## src/rtl/freq_meter.sv

```systemverilog
// Gate-window frequency meter: counts rising edges of sig_in over GATE_CYCLES clocks
// and latches the result as packed BCD digits with a saturation flag.
module freq_meter #(
    parameter int unsigned GATE_CYCLES = 50_000_000,
    parameter int unsigned DIGITS      = 8
) (
    input  logic                clk_50M,
    input  logic                reset,
    input  logic                sig_in,
    input  logic                meas_en,
    output logic [4*DIGITS-1:0] bcd_out,
    output logic                overflow,
    output logic                valid,
    output logic                busy
);
    localparam int unsigned CntW = (GATE_CYCLES > 1) ? $clog2(GATE_CYCLES) : 1;
    localparam logic [CntW-1:0] CntLast = CntW'(GATE_CYCLES - 1);

    localparam logic [1:0] IDLE  = 2'd0;
    localparam logic [1:0] GATE  = 2'd1;
    localparam logic [1:0] LATCH = 2'd2;

    logic                s1_q, s2_q, prev_q;
    logic                edge_det;
    logic [1:0]          state_q, state_d;
    logic [CntW-1:0]     cnt_q;
    logic [4*DIGITS-1:0] acc_q, acc_inc;
    logic                ovf_q;
    logic                all_nines;

    assign edge_det = s2_q & ~prev_q;

    always_comb begin
        state_d = state_q;
        unique case (state_q)
            IDLE:    if (meas_en) state_d = GATE;
            GATE: begin
                if (!meas_en) state_d = IDLE;
                else if (cnt_q == CntLast) state_d = LATCH;
            end
            LATCH:   state_d = meas_en ? GATE : IDLE;
            default: state_d = IDLE;
        endcase
    end

    // Decimal ripple increment; all_nines ends up as the carry out of the top digit.
    always_comb begin
        acc_inc   = acc_q;
        all_nines = 1'b1;
        for (int unsigned i = 0; i < DIGITS; i++) begin
            if (all_nines) begin
                if (acc_q[4*i +: 4] == 4'd9) begin
                    acc_inc[4*i +: 4] = 4'd0;
                end else begin
                    acc_inc[4*i +: 4] = acc_q[4*i +: 4] + 4'd1;
                    all_nines         = 1'b0;
                end
            end
        end
    end

    always_ff @(posedge clk_50M) begin
        if (reset) begin
            s1_q     <= 1'b0;
            s2_q     <= 1'b0;
            prev_q   <= 1'b0;
            state_q  <= IDLE;
            cnt_q    <= '0;
            acc_q    <= '0;
            ovf_q    <= 1'b0;
            bcd_out  <= '0;
            overflow <= 1'b0;
            valid    <= 1'b0;
            busy     <= 1'b0;
        end else begin
            s1_q    <= sig_in;
            s2_q    <= s1_q;
            prev_q  <= s2_q;
            state_q <= state_d;
            busy    <= (state_d == GATE) || (state_d == LATCH);
            valid   <= 1'b0;
            unique case (state_q)
                GATE: begin
                    cnt_q <= cnt_q + CntW'(1);
                    if (edge_det) begin
                        if (all_nines) ovf_q <= 1'b1;
                        else           acc_q <= acc_inc;
                    end
                end
                LATCH: begin
                    bcd_out  <= acc_q;
                    overflow <= ovf_q;
                    valid    <= 1'b1;
                    cnt_q    <= '0;
                    acc_q    <= '0;
                    ovf_q    <= 1'b0;
                end
                default: begin
                    cnt_q <= '0;
                    acc_q <= '0;
                    ovf_q <= 1'b0;
                end
            endcase
        end
    end
endmodule

```

## config.mk

```make
export PLATFORM = sky130hd
export DESIGN_NAME = freq_meter
export DESIGN_NICKNAME = d
export VERILOG_FILES = /design/src/rtl/freq_meter.sv
export SDC_FILE = /design/constraint.sdc
export NUM_CORES = 1
export LEC_CHECK = 0
export CAP_MARGIN = 20
export CORE_MARGIN = 3
export CORE_UTILIZATION = 45
export DETAILED_ROUTE_END_ITERATION = 6
export PLACE_DENSITY_LB_ADDON = 0.08
export SLEW_MARGIN = 20
export SYNTH_ARGS = -nofsm -noshare
export SYNTH_HDL_FRONTEND = slang
export SYNTH_SLANG_ARGS = --single-unit
```

## constraint.sdc

```tcl
create_clock -name clk_50M -period 1.7 [get_ports clk_50M]
set_input_delay 0.34 -clock clk_50M [delete_from_list [all_inputs] [get_ports clk_50M]]
set_output_delay 0.34 -clock clk_50M [all_outputs]
set_load 0.05 [all_outputs]
```

==> results of run 1 <==
==> registers in the layout, summed over array words and instances, names as in the netlist <==
register  flops
acc_q        32
bcd_out      32
busy          1
cnt_q        26
overflow      1
ovf_q         1
prev_q        1
s1_q          1
s2_q          1
state_q       2
valid         1
==> tightest hold or removal path, stage by stage, from the launching register on <==
cell and delay (ns):
dfxtp_1 0.32, nand2_1 0.05, a21oi_1 0.05
==> cell usage in the layout, fill, tap and decap left out, drive strengths merged, types with 2 or more instances in the layout <==
cell type,Yosys,final
inv,10,11
nand2b,8,8
nand3b,3,3
nand3,18,18
nor4b,3,3
nand2,91,91
nor3,12,12
bufinv,0,2
nor2b,10,10
clkdlybuf4s50,0,3
xor2,24,24
and2,3,3
mux2i,8,8
nor3b,4,4
nand4,12,12
or3,3,3
xnor2,7,7
o31ai,5,5
buf,4,116
and4,5,5
nand4bb,6,6
nor2,55,55
o211ai,2,2
o21ai,7,7
a21oi,50,50
or3b,2,2
and4bb,7,7
clkinvlp,0,2
a31oi,3,3
clkbuf,20,10
nor4,7,7
dfxtp,99,99
and3,6,6
==> Yosys cell counts (all sizes together), types with 6 or more instances <==
cell and count:
nand4bb 6, inv 10, nand4 12, dfxtp 99, and4bb 7, clkbuf 20, nor4 7, nand3 18
nor2b 10, nor2 55, o21ai 7, xor2 24, mux2i 8, nor3 12, nand2b 8, nand2 91
xnor2 7, and3 6, a21oi 50
==> cells by family (layout without fill, tap and decap cells) <==
| kind of cell | count (synthesis) | after routing |
|---|---|---|
| XOR/XNOR | 31 | 31 |
| flip-flops | 99 | 99 |
| AND/OR/NAND/NOR | 257 | 257 |
| buffers and inverters | 34 | 145 |
| adder cells (fa/ha/maj) | 1 | 1 |
| AO/OA/AOI/OAI | 77 | 77 |
| multiplexers | 8 | 8 |
==> per-layer routing <==
metal  up-vias  global-route usage (%)
met3         9                    3.12
met5         -                       0
met1      1748                    24.3
li1       1957                       -
met4         0                    4.78
met2        52                    30.8
==> final cells by class <==
type	instances	area, µm²	share of cell area (%)
clock buffers	10	128	2.20
multi-input cells	374	2450	42.2
inverters	10	37.5	0.647
well taps	129	161	2.78
clock inverters	6	88.8	1.53
repair buffers	119	930	16.0
flip-flops and latches	99	2010	34.6
==> how the worst max path moves through the flow <==
stage                            to  slack (ns)  cells after the start       from
after floorplan           acc_q[27]        0.04                      6  acc_q[21]
final                      acc_q[7]        0.01                      5  acc_q[18]
after detailed placement  acc_q[28]       -0.15                      4      reset
after CTS                  acc_q[7]       0.002                      5  acc_q[26]
after global placement    acc_q[28]       -0.09                      4      reset
after global routing      acc_q[27]       -0.07                      5   acc_q[9]
==> stage by stage <==
| stage | power (mW) | worst slack (ns) | cell area (µm²) | util, % | cells |
|---|---|---|---|---|---|
| after floorplan | 2.42 | 0.0400 | 4450 | - | 507 |
| after global placement | 2.46 | -0.0904 | 5400 | 57.3 | 725 |
| after detailed placement | 2.46 | -0.147 | 5400 | 57.3 | 725 |
| after CTS | 4.12 | 0.00242 | 5650 | 60.0 | 742 |
| after global routing | 4.22 | -0.0653 | 5800 | 61.6 | 747 |
| final | 4.06 | 0.0133 | 5800 | 61.6 | 747 |
==> power by group through the flow <==
stage	Clock (mW)	Combinational, mW	Sequential [mW]
2_1_floorplan	0	0.0371	2.39
5_1_grt	1.81	0.0831	2.33
3_3_place_gp	0	0.0749	2.38
3_5_place_dp	0	0.0763	2.38
6_report	1.66	0.0756	2.33
4_1_cts	1.71	0.0764	2.33
==> what timing repair did <==
item | CTS | global route
endpoints found under the setup margin | 7 | 20
resized for setup | 9 | 35
pin swaps | 4 | 15
setup buffers | 1 | 5
hold buffers | 0 | 0
==> impl_metrics.xml, run 1 <==
<?xml version="1.0" encoding="UTF-8"?>
<metrics>
  <group name="logic_synthesis">
    <metric name="yosysTopAreaCellShare" unit="%">44.7</metric>
    <metric name="ys_async_sr_fraction" unit="%">0</metric>
    <metric name="synth_ff_type" unit="">dfxtp_1</metric>
    <metric name="area_share_of_and_or_nand_nor_cells_after_synthesis" unit="%">33.5</metric>
    <metric name="netlist_instances" unit="">507</metric>
    <metric name="synth-edff-count" unit="">0</metric>
    <metric name="yosysUniqueCellTypes" unit="">58</metric>
    <metric name="synth.top_cells.by_area" unit="">dfxtp_1 (45%), nand2_1 (7.7%), a21oi_1 (5.6%), xor2_1 (4.7%), nor2_1 (4.7%)</metric>
    <metric name="synthesis.nets" unit="">512</metric>
    <metric name="synth_largest_area_cell" unit="">dfxtp_1</metric>
    <metric name="synth_compound_gate_area_share" unit="%">10.6</metric>
    <metric name="synthesis.yosys.warnings" unit="">0</metric>
    <metric name="muxShareOfSynthArea" unit="%">1.81</metric>
    <metric name="synthXorXnorAreaFrac" unit="%">6.12</metric>
    <metric name="post_synth_fa_ha_maj_area_fraction" unit="%">0.282</metric>
    <metric name="post_synth.cell_area_avg" unit="µm²">8.75</metric>
    <metric name="synth_area" unit="mm²">0.00443</metric>
    <metric name="yosys_register_bits" unit="">99</metric>
    <metric name="synth_top_family_by_area" unit="">simple AND/OR/NAND/NOR gates</metric>
    <metric name="synth_sequential_area_ratio" unit="%">44.7</metric>
  </group>
  <group name="floorplan">
    <metric name="boundaryPins" unit="">39</metric>
    <metric name="core_box_area" unit="mm²">0.00942</metric>
    <metric name="die_width" unit="µm">105</metric>
    <metric name="floorplan.initialDensity" unit="%">47.1</metric>
    <metric name="floorplan.die.height" unit="µm">105</metric>
    <metric name="die_area" unit="mm²">0.0111</metric>
    <metric name="row_count" unit="">35</metric>
  </group>
  <group name="power">
    <metric name="net_load_switching_power" unit="mW">0.875</metric>
    <metric name="combinationalPowerShare" unit="%">1.9</metric>
    <metric name="power.density" unit="mW/mm²">699</metric>
    <metric name="power_frac_seq" unit="%">57.3</metric>
    <metric name="netSwitchingFraction" unit="%">21.6</metric>
    <metric name="cell_internal_pwr" unit="mW">3.18</metric>
    <metric name="leakagePower" unit="nW">2.18</metric>
    <metric name="peakVddDrop" unit="V">0.000462</metric>
    <metric name="power.share.clock" unit="%">40.8</metric>
  </group>
  <group name="sta">
    <metric name="timing.fmax" unit="MHz">593</metric>
    <metric name="hold_viol_final" unit="">0</metric>
    <metric name="slew_headroom" unit="%">72.0</metric>
    <metric name="min_period_over_period" unit="%">99.2</metric>
    <metric name="grt_setup_unrepaired" unit="">true</metric>
    <metric name="timing_worst_slew_pin_value" unit="ns">0.420</metric>
    <metric name="period_minus_slack" unit="ns">1.69</metric>
    <metric name="fin_hold_ws" unit="ns">0.457</metric>
    <metric name="setup_viol" unit="">0</metric>
    <metric name="final_skew" unit="ns">0.0116</metric>
    <metric name="finalMaxSlewViolations" unit="">0</metric>
    <metric name="timing.setup.tns" unit="ns">0</metric>
  </group>
  <group name="worst_setup_path">
    <metric name="crit_buf_inv" unit="">0</metric>
    <metric name="worstSetupStartpointType" unit="">register</metric>
    <metric name="critPathSlowestCell" unit="">o31ai_4</metric>
    <metric name="worst-r2r-cell-count" unit="">5</metric>
    <metric name="r2r-end" unit="">acc_q[7]</metric>
    <metric name="critPathCaptureType" unit="">register</metric>
    <metric name="crit_path_max_fanout" unit="">4</metric>
    <metric name="worst_endpoint_data_arrival_time" unit="ns">1.94</metric>
    <metric name="critical_path.top_delay_family" unit="">simple AND/OR/NAND/NOR gates</metric>
    <metric name="crit_path_max_incr_delay" unit="ns">0.36</metric>
    <metric name="worst-setup-path-type" unit="">register to register</metric>
    <metric name="critical_path_required" unit="ns">1.95</metric>
    <metric name="r2r_setup_slack" unit="ns">0.01</metric>
    <metric name="worstReg2RegStart" unit="">acc_q[18]</metric>
    <metric name="worstPathCellList" unit="">and4bb_2, nand4_4, o31ai_4, mux2i_1, a21oi_1</metric>
  </group>
  <group name="clock_network">
    <metric name="cts_max_level" unit="">3</metric>
    <metric name="cts_tree" unit="">built</metric>
    <metric name="cts-buffers-inserted" unit="">9</metric>
    <metric name="clock_tree.root_cell" unit="">clkbuf_8</metric>
    <metric name="clock_transition_at_the_registers_of_the_reported_paths" unit="ns">0.09</metric>
    <metric name="numClockSinks" unit="">99</metric>
    <metric name="cts-root-to-sink-buffers" unit="">2</metric>
    <metric name="clk-insertion-delay-late" unit="ns">0.36</metric>
  </group>
  <group name="drt">
    <metric name="topRoutingLayerUsed" unit="">met4</metric>
    <metric name="antenna_left" unit="">0</metric>
    <metric name="routedLengthMet1" unit="mm">4.65</metric>
    <metric name="dr_wl_met3" unit="µm">312</metric>
    <metric name="route.met2.wl" unit="mm">4.66</metric>
    <metric name="routed-via-count" unit="">3766</metric>
    <metric name="wl_per_cell" unit="µm">13.0</metric>
    <metric name="post_drt_via_cell_ratio" unit="">5.04</metric>
    <metric name="totalWireLength" unit="mm">9.74</metric>
    <metric name="remaining_design_rule_violation_count" unit="">0</metric>
    <metric name="drt_pass1_iterations" unit="">4</metric>
    <metric name="dr.first_iter.drc_count" unit="">114</metric>
  </group>
  <group name="run">
    <metric name="max_cap_violations" unit="">0</metric>
  </group>
  <group name="run_status">
    <metric name="run_status" unit="">completed</metric>
  </group>
  <group name="layout">
    <metric name="fraction_of_final_layout_cells_with_drive_strength_greater_than_1" unit="%">30.7</metric>
    <metric name="insertedDiodeCount" unit="">0</metric>
    <metric name="nNetsFinal" unit="">618</metric>
    <metric name="area_growth" unit="%">30.9</metric>
    <metric name="fill_cells" unit="">839</metric>
  </group>
  <group name="placed_design">
    <metric name="hpwl" unit="mm">6.94</metric>
    <metric name="place.gp.congestion" unit="">0.837</metric>
    <metric name="portBuffers" unit="">38</metric>
  </group>
  <group name="grt">
    <metric name="grt_first_pass_wirelength" unit="mm">16.6</metric>
    <metric name="grt_max_degree" unit="">39</metric>
    <metric name="grt_overflow_total" unit="">0</metric>
    <metric name="overall_fraction_of_global_route_tracks_in_use" unit="%">18.3</metric>
    <metric name="grt_pass1_vias" unit="">3593</metric>
    <metric name="grt_antenna_before_repair" unit="">0</metric>
  </group>
  <group name="min_path">
    <metric name="min-delay-path-class" unit="">register to register</metric>
    <metric name="holdPathStages" unit="">2</metric>
    <metric name="min_to" unit="">bcd_out[18]</metric>
    <metric name="worstHoldStart" unit="">bcd_out[18]</metric>
  </group>
</metrics>
Note: power is estimated with default switching activity, not from simulation.
==> run 2: changes to the inputs <==
--- a/config.mk
+++ b/config.mk
@@ -6,7 +6,6 @@
 export NUM_CORES = 1
 export LEC_CHECK = 0
 export CAP_MARGIN = 20
-export CORE_MARGIN = 3
 export CORE_UTILIZATION = 45
 export DETAILED_ROUTE_END_ITERATION = 6
 export PLACE_DENSITY_LB_ADDON = 0.08
==> run 2 against run 1 <==
The flow now finishes with violations (setup timing). Via count grew 1.4%. Routed wire length grew 0.93%. Flip-flop and latch count stayed put. Register-to-register slack lost 0.04 ns. Final cell count down 0.80%. Critical endpoint unchanged. Largest cell class unchanged.
==> impl_metrics.xml, run 2 (same netlist as run 1, synthesis figures left out) <==
<?xml version="1.0" encoding="UTF-8"?>
<metrics>
  <group name="clock_network">
    <metric name="cts_max_level" unit="">3</metric>
    <metric name="cts_tree" unit="">built</metric>
    <metric name="clock_tree.root_cell" unit="">clkbuf_8</metric>
    <metric name="cts-buffers-inserted" unit="">9</metric>
    <metric name="numClockSinks" unit="">99</metric>
    <metric name="clock_transition_at_the_registers_of_the_reported_paths" unit="ns">0.10</metric>
    <metric name="cts-root-to-sink-buffers" unit="">2</metric>
    <metric name="clk-insertion-delay-late" unit="ns">0.37</metric>
    <metric name="postCtsHoldBufs" unit="">0</metric>
  </group>
  <group name="grt">
    <metric name="grt_pass1_vias" unit="">3646</metric>
    <metric name="overall_fraction_of_global_route_tracks_in_use" unit="%">20.4</metric>
    <metric name="grt_first_pass_wirelength" unit="mm">16.6</metric>
    <metric name="grt_max_degree" unit="">34</metric>
    <metric name="grt_antenna_before_repair" unit="">0</metric>
    <metric name="grt_overflow_total" unit="">0</metric>
  </group>
  <group name="sta">
    <metric name="grt_setup_unrepaired" unit="">true</metric>
    <metric name="finalMaxSlewViolations" unit="">0</metric>
    <metric name="timing.fmax" unit="MHz">580</metric>
    <metric name="timing.final.ws_setup" unit="ns">-0.0253</metric>
    <metric name="min_period_over_period" unit="%">101</metric>
    <metric name="timing_worst_slew_pin_value" unit="ns">0.348</metric>
    <metric name="final_skew" unit="ns">0.0142</metric>
    <metric name="fin_hold_ws" unit="ns">0.449</metric>
    <metric name="slew_headroom" unit="%">76.5</metric>
    <metric name="hold_viol_final" unit="">0</metric>
    <metric name="period_minus_slack" unit="ns">1.73</metric>
    <metric name="setup_viol" unit="">5</metric>
  </group>
  <group name="floorplan">
    <metric name="floorplan.die.height" unit="µm">101</metric>
    <metric name="row_count" unit="">35</metric>
    <metric name="core_box_area" unit="mm²">0.00937</metric>
    <metric name="die_area" unit="mm²">0.0103</metric>
    <metric name="floorplan.initialDensity" unit="%">47.3</metric>
    <metric name="boundaryPins" unit="">39</metric>
    <metric name="die_width" unit="µm">101</metric>
  </group>
  <group name="drt">
    <metric name="wl_per_cell" unit="µm">13.3</metric>
    <metric name="routed-via-count" unit="">3818</metric>
    <metric name="totalWireLength" unit="mm">9.83</metric>
    <metric name="drt_pass1_iterations" unit="">4</metric>
    <metric name="remaining_design_rule_violation_count" unit="">0</metric>
    <metric name="dr.first_iter.drc_count" unit="">112</metric>
    <metric name="antenna_left" unit="">0</metric>
    <metric name="post_drt_via_cell_ratio" unit="">5.15</metric>
  </group>
  <group name="run_status">
    <metric name="run_status" unit="">finished with violations</metric>
    <metric name="failing_checks" unit="">setup timing</metric>
  </group>
  <group name="layout">
    <metric name="area_growth" unit="%">28.3</metric>
    <metric name="largest_registers" unit="">acc_q x32, bcd_out x32, cnt_q x26</metric>
    <metric name="non_filler_instance_count_after_layout" unit="">741</metric>
    <metric name="leading_cell_types_in_the_layout_fill_and_taps_excluded" unit="">buf_4 (109), nand2_1 (91), dfxtp_1 (85)</metric>
    <metric name="fraction_of_final_layout_cells_with_drive_strength_greater_than_1" unit="%">28.9</metric>
    <metric name="nNetsFinal" unit="">614</metric>
    <metric name="layout.cells.most_common" unit="">buf_4</metric>
    <metric name="fill_cells" unit="">894</metric>
    <metric name="insertedDiodeCount" unit="">0</metric>
  </group>
  <group name="worst_setup_path">
    <metric name="critPathCaptureType" unit="">register</metric>
    <metric name="r2r_setup_slack" unit="ns">-0.03</metric>
    <metric name="crit_path_max_fanout" unit="">4</metric>
    <metric name="worstSetupStartpointType" unit="">register</metric>
    <metric name="worst_endpoint_data_arrival_time" unit="ns">1.98</metric>
    <metric name="worstReg2RegStart" unit="">acc_q[13]</metric>
    <metric name="worstPathCellList" unit="">buf_4, and4bb_2, nand4_4, o31ai_4, mux2i_1, a21oi_1</metric>
    <metric name="critical_path_required" unit="ns">1.96</metric>
    <metric name="crit_buf_inv" unit="">1</metric>
    <metric name="critical_path.top_delay_family" unit="">simple AND/OR/NAND/NOR gates</metric>
    <metric name="worst-setup-path-type" unit="">register to register</metric>
    <metric name="worst-r2r-cell-count" unit="">6</metric>
    <metric name="crit_path_max_incr_delay" unit="ns">0.36</metric>
    <metric name="r2r-end" unit="">acc_q[7]</metric>
    <metric name="critPathSlowestCell" unit="">o31ai_4</metric>
  </group>
  <group name="power">
    <metric name="leakagePower" unit="nW">2.11</metric>
    <metric name="combinationalPowerShare" unit="%">1.9</metric>
    <metric name="power.density" unit="mW/mm²">660</metric>
    <metric name="power.share.clock" unit="%">36.1</metric>
    <metric name="power_frac_seq" unit="%">62.0</metric>
    <metric name="total_power" unit="mW">3.76</metric>
    <metric name="peakVddDrop" unit="V">0.000350</metric>
    <metric name="cell_internal_pwr" unit="mW">2.90</metric>
    <metric name="netSwitchingFraction" unit="%">22.7</metric>
    <metric name="net_load_switching_power" unit="mW">0.851</metric>
  </group>
  <group name="run">
    <metric name="max_cap_violations" unit="">0</metric>
  </group>
  <group name="min_path">
    <metric name="min_to" unit="">s2_q</metric>
    <metric name="worstHoldStart" unit="">s1_q</metric>
    <metric name="holdPathStages" unit="">1</metric>
    <metric name="min-delay-path-class" unit="">register to register</metric>
  </group>
  <group name="placed_design">
    <metric name="portBuffers" unit="">38</metric>
    <metric name="hpwl" unit="mm">7.11</metric>
    <metric name="pre_cts_ws" unit="ns">-0.146</metric>
    <metric name="placedCellCount" unit="">724</metric>
    <metric name="place.gp.congestion" unit="">0.813</metric>
  </group>
</metrics>
run 2: power by group through the flow:
stage	combinational, mW	sequential, mW	clock, mW
after global routing	0.0802	2.33	1.47
after detailed placement	0.0746	2.38	0
after global placement	0.0729	2.38	0
after floorplan	0.0371	2.39	0
after CTS	0.0737	2.33	1.40
final	0.0729	2.33	1.36
run 2: what timing repair did:
action                     CTS  global route
buffers inserted             0             3
setup endpoints to repair    7            18
resized for setup           13            20
pin swaps                    5            11
run 2: per-layer routing:
metal | vias up | routed length, µm | track usage, %
met1 | 1807 | 4710 | 25.5
met3 | 14 | 237 | 3.31
met2 | 45 | 4740 | 35.7
met4 | 0 | 142 | 7.02
met5 | - | 0 | 0
li1 | 1952 | - | -
run 2: area by class of cell:
class	count	area, µm²	share of cell area (%)
clock buffer	10	138	2.42
multi-input combinational	374	2430	42.7
tap	129	161	2.84
clock inverter	4	28.8	0.506
sequential	99	2000	35.2
inverter	10	37.5	0.660
timing repair buffer	115	891	15.7
run 2: how the worst max path moves through the flow:
stage	from	to	slack (ns)	cells past startpoint
finish	acc_q[13]	acc_q[7]	-0.03	6
global route	acc_q[13]	acc_q[7]	-0.12	6
CTS	acc_q[14]	acc_q[6]	0.0004	7
detailed placement	reset	acc_q[16]	-0.15	3
global placement	reset	acc_q[23]	-0.11	4
floorplan	acc_q[21]	acc_q[27]	0.04	6
run 2: stage by stage:
stage,TNS (ns),util (%),instance area [µm²]
after global placement,-1.10,57.4,5380
after global routing,-0.787,60.7,5690
final,-0.0654,60.7,5690
after floorplan,0,-,4450
after detailed placement,-2.76,57.4,5380
after CTS,0,59.7,5590
==> run 3: changes to the inputs <==
--- a/config.mk
+++ b/config.mk
@@ -6,7 +6,9 @@
 export NUM_CORES = 1
 export LEC_CHECK = 0
 export CAP_MARGIN = 20
-export CORE_UTILIZATION = 45
+export CELL_PAD_IN_SITES_DETAIL_PLACEMENT = 1
+export CELL_PAD_IN_SITES_GLOBAL_PLACEMENT = 2
+export CORE_UTILIZATION = 32
 export DETAILED_ROUTE_END_ITERATION = 6
 export PLACE_DENSITY_LB_ADDON = 0.08
 export SLEW_MARGIN = 20
==> constraint.sdc (replaced) <==
create_clock -name clk_50M -period 1.5 [get_ports clk_50M]
set_input_delay 0.3 -clock clk_50M [delete_from_list [all_inputs] [get_ports clk_50M]]
set_output_delay 0.3 -clock clk_50M [all_outputs]
set_load 0.05 [all_outputs]
==> run 3 against run 2 <==
The run still ends with setup timing left. Register-to-register slack lost 0.15 ns. Global-route usage is 2.0 points lower. Core utilization down 9.2 points. Power increased by 35%. Flip-flop and latch count did not move. Cell area rose by 21%. Fmax up 3.2%. Die area up 40%. Worst hold slack lost 0.0083 ns. Via count is 5.8% higher. Clock-buffer cell count increased by 3.
==> impl_metrics.xml, run 3 (same netlist as run 1, synthesis figures left out) <==
<?xml version="1.0" encoding="UTF-8"?>
<metrics>
  <group name="run_status">
    <metric name="run_status" unit="">finished with violations</metric>
    <metric name="failing_checks" unit="">setup timing</metric>
  </group>
  <group name="grt">
    <metric name="grt_first_pass_wirelength" unit="mm">20.7</metric>
    <metric name="grt_antenna_before_repair" unit="">0</metric>
    <metric name="globalRouteMet3Util" unit="%">3.09</metric>
    <metric name="met2_usage" unit="%">30.9</metric>
    <metric name="groute.layer.met1.usage" unit="%">23.2</metric>
    <metric name="grt_pass1_vias" unit="">4156</metric>
    <metric name="grt_max_degree" unit="">41</metric>
    <metric name="grt.busiest_layer" unit="">met2</metric>
    <metric name="overall_fraction_of_global_route_tracks_in_use" unit="%">18.4</metric>
    <metric name="grt_overflow_total" unit="">0</metric>
  </group>
  <group name="worst_setup_path">
    <metric name="critPathCaptureType" unit="">register</metric>
    <metric name="worst-setup-path-type" unit="">register to register</metric>
    <metric name="worstReg2RegStart" unit="">acc_q[26]</metric>
    <metric name="startpoint" unit="">acc_q[26]</metric>
    <metric name="critical_path_required" unit="ns">1.74</metric>
    <metric name="worst_endpoint_data_arrival_time" unit="ns">1.91</metric>
    <metric name="crit_path_max_fanout" unit="">6</metric>
    <metric name="worstSetupStartpointType" unit="">register</metric>
  </group>
  <group name="run">
    <metric name="max_cap_violations" unit="">0</metric>
  </group>
  <group name="layout">
    <metric name="nNetsFinal" unit="">650</metric>
    <metric name="layout.cells.most_common" unit="">buf_4</metric>
    <metric name="largest_registers" unit="">acc_q x32, bcd_out x32, cnt_q x26</metric>
    <metric name="non_filler_instance_count_after_layout" unit="">825</metric>
    <metric name="insertedDiodeCount" unit="">0</metric>
    <metric name="area_growth" unit="%">55.6</metric>
    <metric name="fraction_of_final_layout_cells_with_drive_strength_greater_than_1" unit="%">39.8</metric>
    <metric name="leading_cell_types_in_the_layout_fill_and_taps_excluded" unit="">buf_4 (100), nand2_1 (89), dfxtp_1 (70)</metric>
  </group>
  <group name="clock_network">
    <metric name="clock_transition_at_the_registers_of_the_reported_paths" unit="ns">0.06</metric>
    <metric name="numClockSinks" unit="">99</metric>
    <metric name="cts-root-to-sink-buffers" unit="">2</metric>
    <metric name="cts_tree" unit="">built</metric>
    <metric name="postCtsHoldBufs" unit="">0</metric>
    <metric name="clock_tree.root_cell" unit="">clkbuf_16</metric>
    <metric name="cts-buffers-inserted" unit="">9</metric>
    <metric name="clk-insertion-delay-late" unit="ns">0.35</metric>
    <metric name="cts_max_level" unit="">3</metric>
  </group>
  <group name="min_path">
    <metric name="worstHoldStart" unit="">s1_q</metric>
    <metric name="min-delay-path-class" unit="">register to register</metric>
  </group>
  <group name="sta">
    <metric name="finalMaxSlewViolations" unit="">0</metric>
    <metric name="grt_setup_unrepaired" unit="">true</metric>
    <metric name="timing.final.ws_setup" unit="ns">-0.171</metric>
    <metric name="min_period_over_period" unit="%">111</metric>
    <metric name="fin_hold_ws" unit="ns">0.441</metric>
    <metric name="hold_viol_final" unit="">0</metric>
    <metric name="timing.fmax" unit="MHz">598</metric>
    <metric name="timing_worst_slew_pin_value" unit="ns">0.453</metric>
    <metric name="setup_viol" unit="">26</metric>
    <metric name="period_minus_slack" unit="ns">1.67</metric>
    <metric name="slew_headroom" unit="%">69.8</metric>
    <metric name="final_skew" unit="ns">0.00766</metric>
  </group>
  <group name="drt">
    <metric name="dr.first_iter.drc_count" unit="">97</metric>
    <metric name="routed-via-count" unit="">4039</metric>
    <metric name="wl_per_cell" unit="µm">14.8</metric>
    <metric name="antenna_left" unit="">0</metric>
    <metric name="totalWireLength" unit="mm">12.2</metric>
    <metric name="drt_pass1_iterations" unit="">4</metric>
    <metric name="remaining_design_rule_violation_count" unit="">0</metric>
    <metric name="post_drt_via_cell_ratio" unit="">4.90</metric>
  </group>
  <group name="floorplan">
    <metric name="core_box_area" unit="mm²">0.0134</metric>
    <metric name="boundaryPins" unit="">39</metric>
    <metric name="die_area" unit="mm²">0.0143</metric>
    <metric name="die_width" unit="µm">120</metric>
    <metric name="floorplan.initialDensity" unit="%">33.1</metric>
    <metric name="floorplan.die.height" unit="µm">120</metric>
    <metric name="row_count" unit="">42</metric>
  </group>
  <group name="power">
    <metric name="peakVddDrop" unit="V">0.000509</metric>
    <metric name="power.density" unit="mW/mm²">736</metric>
    <metric name="leakagePower" unit="nW">2.54</metric>
  </group>
  <group name="placed_design">
    <metric name="portBuffers" unit="">38</metric>
    <metric name="placedCellCount" unit="">791</metric>
    <metric name="place.gp.congestion" unit="">0.761</metric>
    <metric name="hpwl" unit="mm">8.69</metric>
  </group>
</metrics>
==> run 3: changes by cell type in the layout (fill, tap and decap cells not counted), moves of 8 or more <==
cell / before / now
buf_12: 1 / 37
dfxtp_1: 85 / 70
dfxtp_2: 13 / 23
buf_4: 109 / 100
clkbuf_16: 0 / 9
buf_6: 2 / 10
clkbuf_8: 10 / 2
==> run 3: path summary, 6_finish.rpt <==
path / endpoint / slack, ns / cells after the start
worst max-delay path: acc_q[12] / -0.17 / 7
worst min-delay path: s2_q / 0.44 / 1
worst max register to register: acc_q[12] / -0.17 / 7
worst min register to register: s2_q / 0.44 / 1
==> run 3: critical path, cell delays in order, from the launching register on <==
cell	delay (ns)
dfxtp_1	0.31
and4bb_2	0.35
nand4_4	0.16
buf_4	0.17
buf_8	0.13
o2111ai_4	0.20
xor2_1	0.17
nor2_1	0.05
==> run 3: routing by layer <==
metal,vias to the layer above,part of all wire (%),wire [µm]
met4,0,1.6,199
met3,13,1.6,199
met1,1966,47,5750
li1,2029,-,-
met2,31,49,6020
met5,-,0,0
==> run 3: timing repair <==
item,in CTS,in global routing
pin swaps,37,26
setup buffers,14,7
setup endpoints to repair,40,45
gates resized for setup,73,34
==> run 3: stage by stage <==
stage                     utilization, %  setup TNS (ns)  power (mW)  worst slack, ns  cell area, µm²
after floorplan                        -          -0.912        2.75           -0.144            4500
after detailed placement            45.3          -11.02        2.80           -0.289            6070
after global placement              45.3           -7.87        2.80           -0.200            6070
after global routing                51.5           -5.25        5.28           -0.258            6900
final                               51.5           -2.21        5.08           -0.171            6900
after CTS                           50.2           -2.31        5.17           -0.162            6730
==> run 3: layout make-up <==
cell class / count / area [µm²]
repair buffers: 151 / 1650
multi-input cells: 374 / 2660
well taps: 176 / 220
inverters: 10 / 40.0
flip-flops and latches: 99 / 2030
fillers: 1511 / 6500
clock inverters: 2 / 35.0
clock buffers: 13 / 260
==> run 3: power by group <==
group	internal [mW]	total [mW]	switching, mW
Clock	1.37	2.35	0.975
Sequential	2.63	2.63	0.00542
Combinational	0.0387	0.101	0.0624
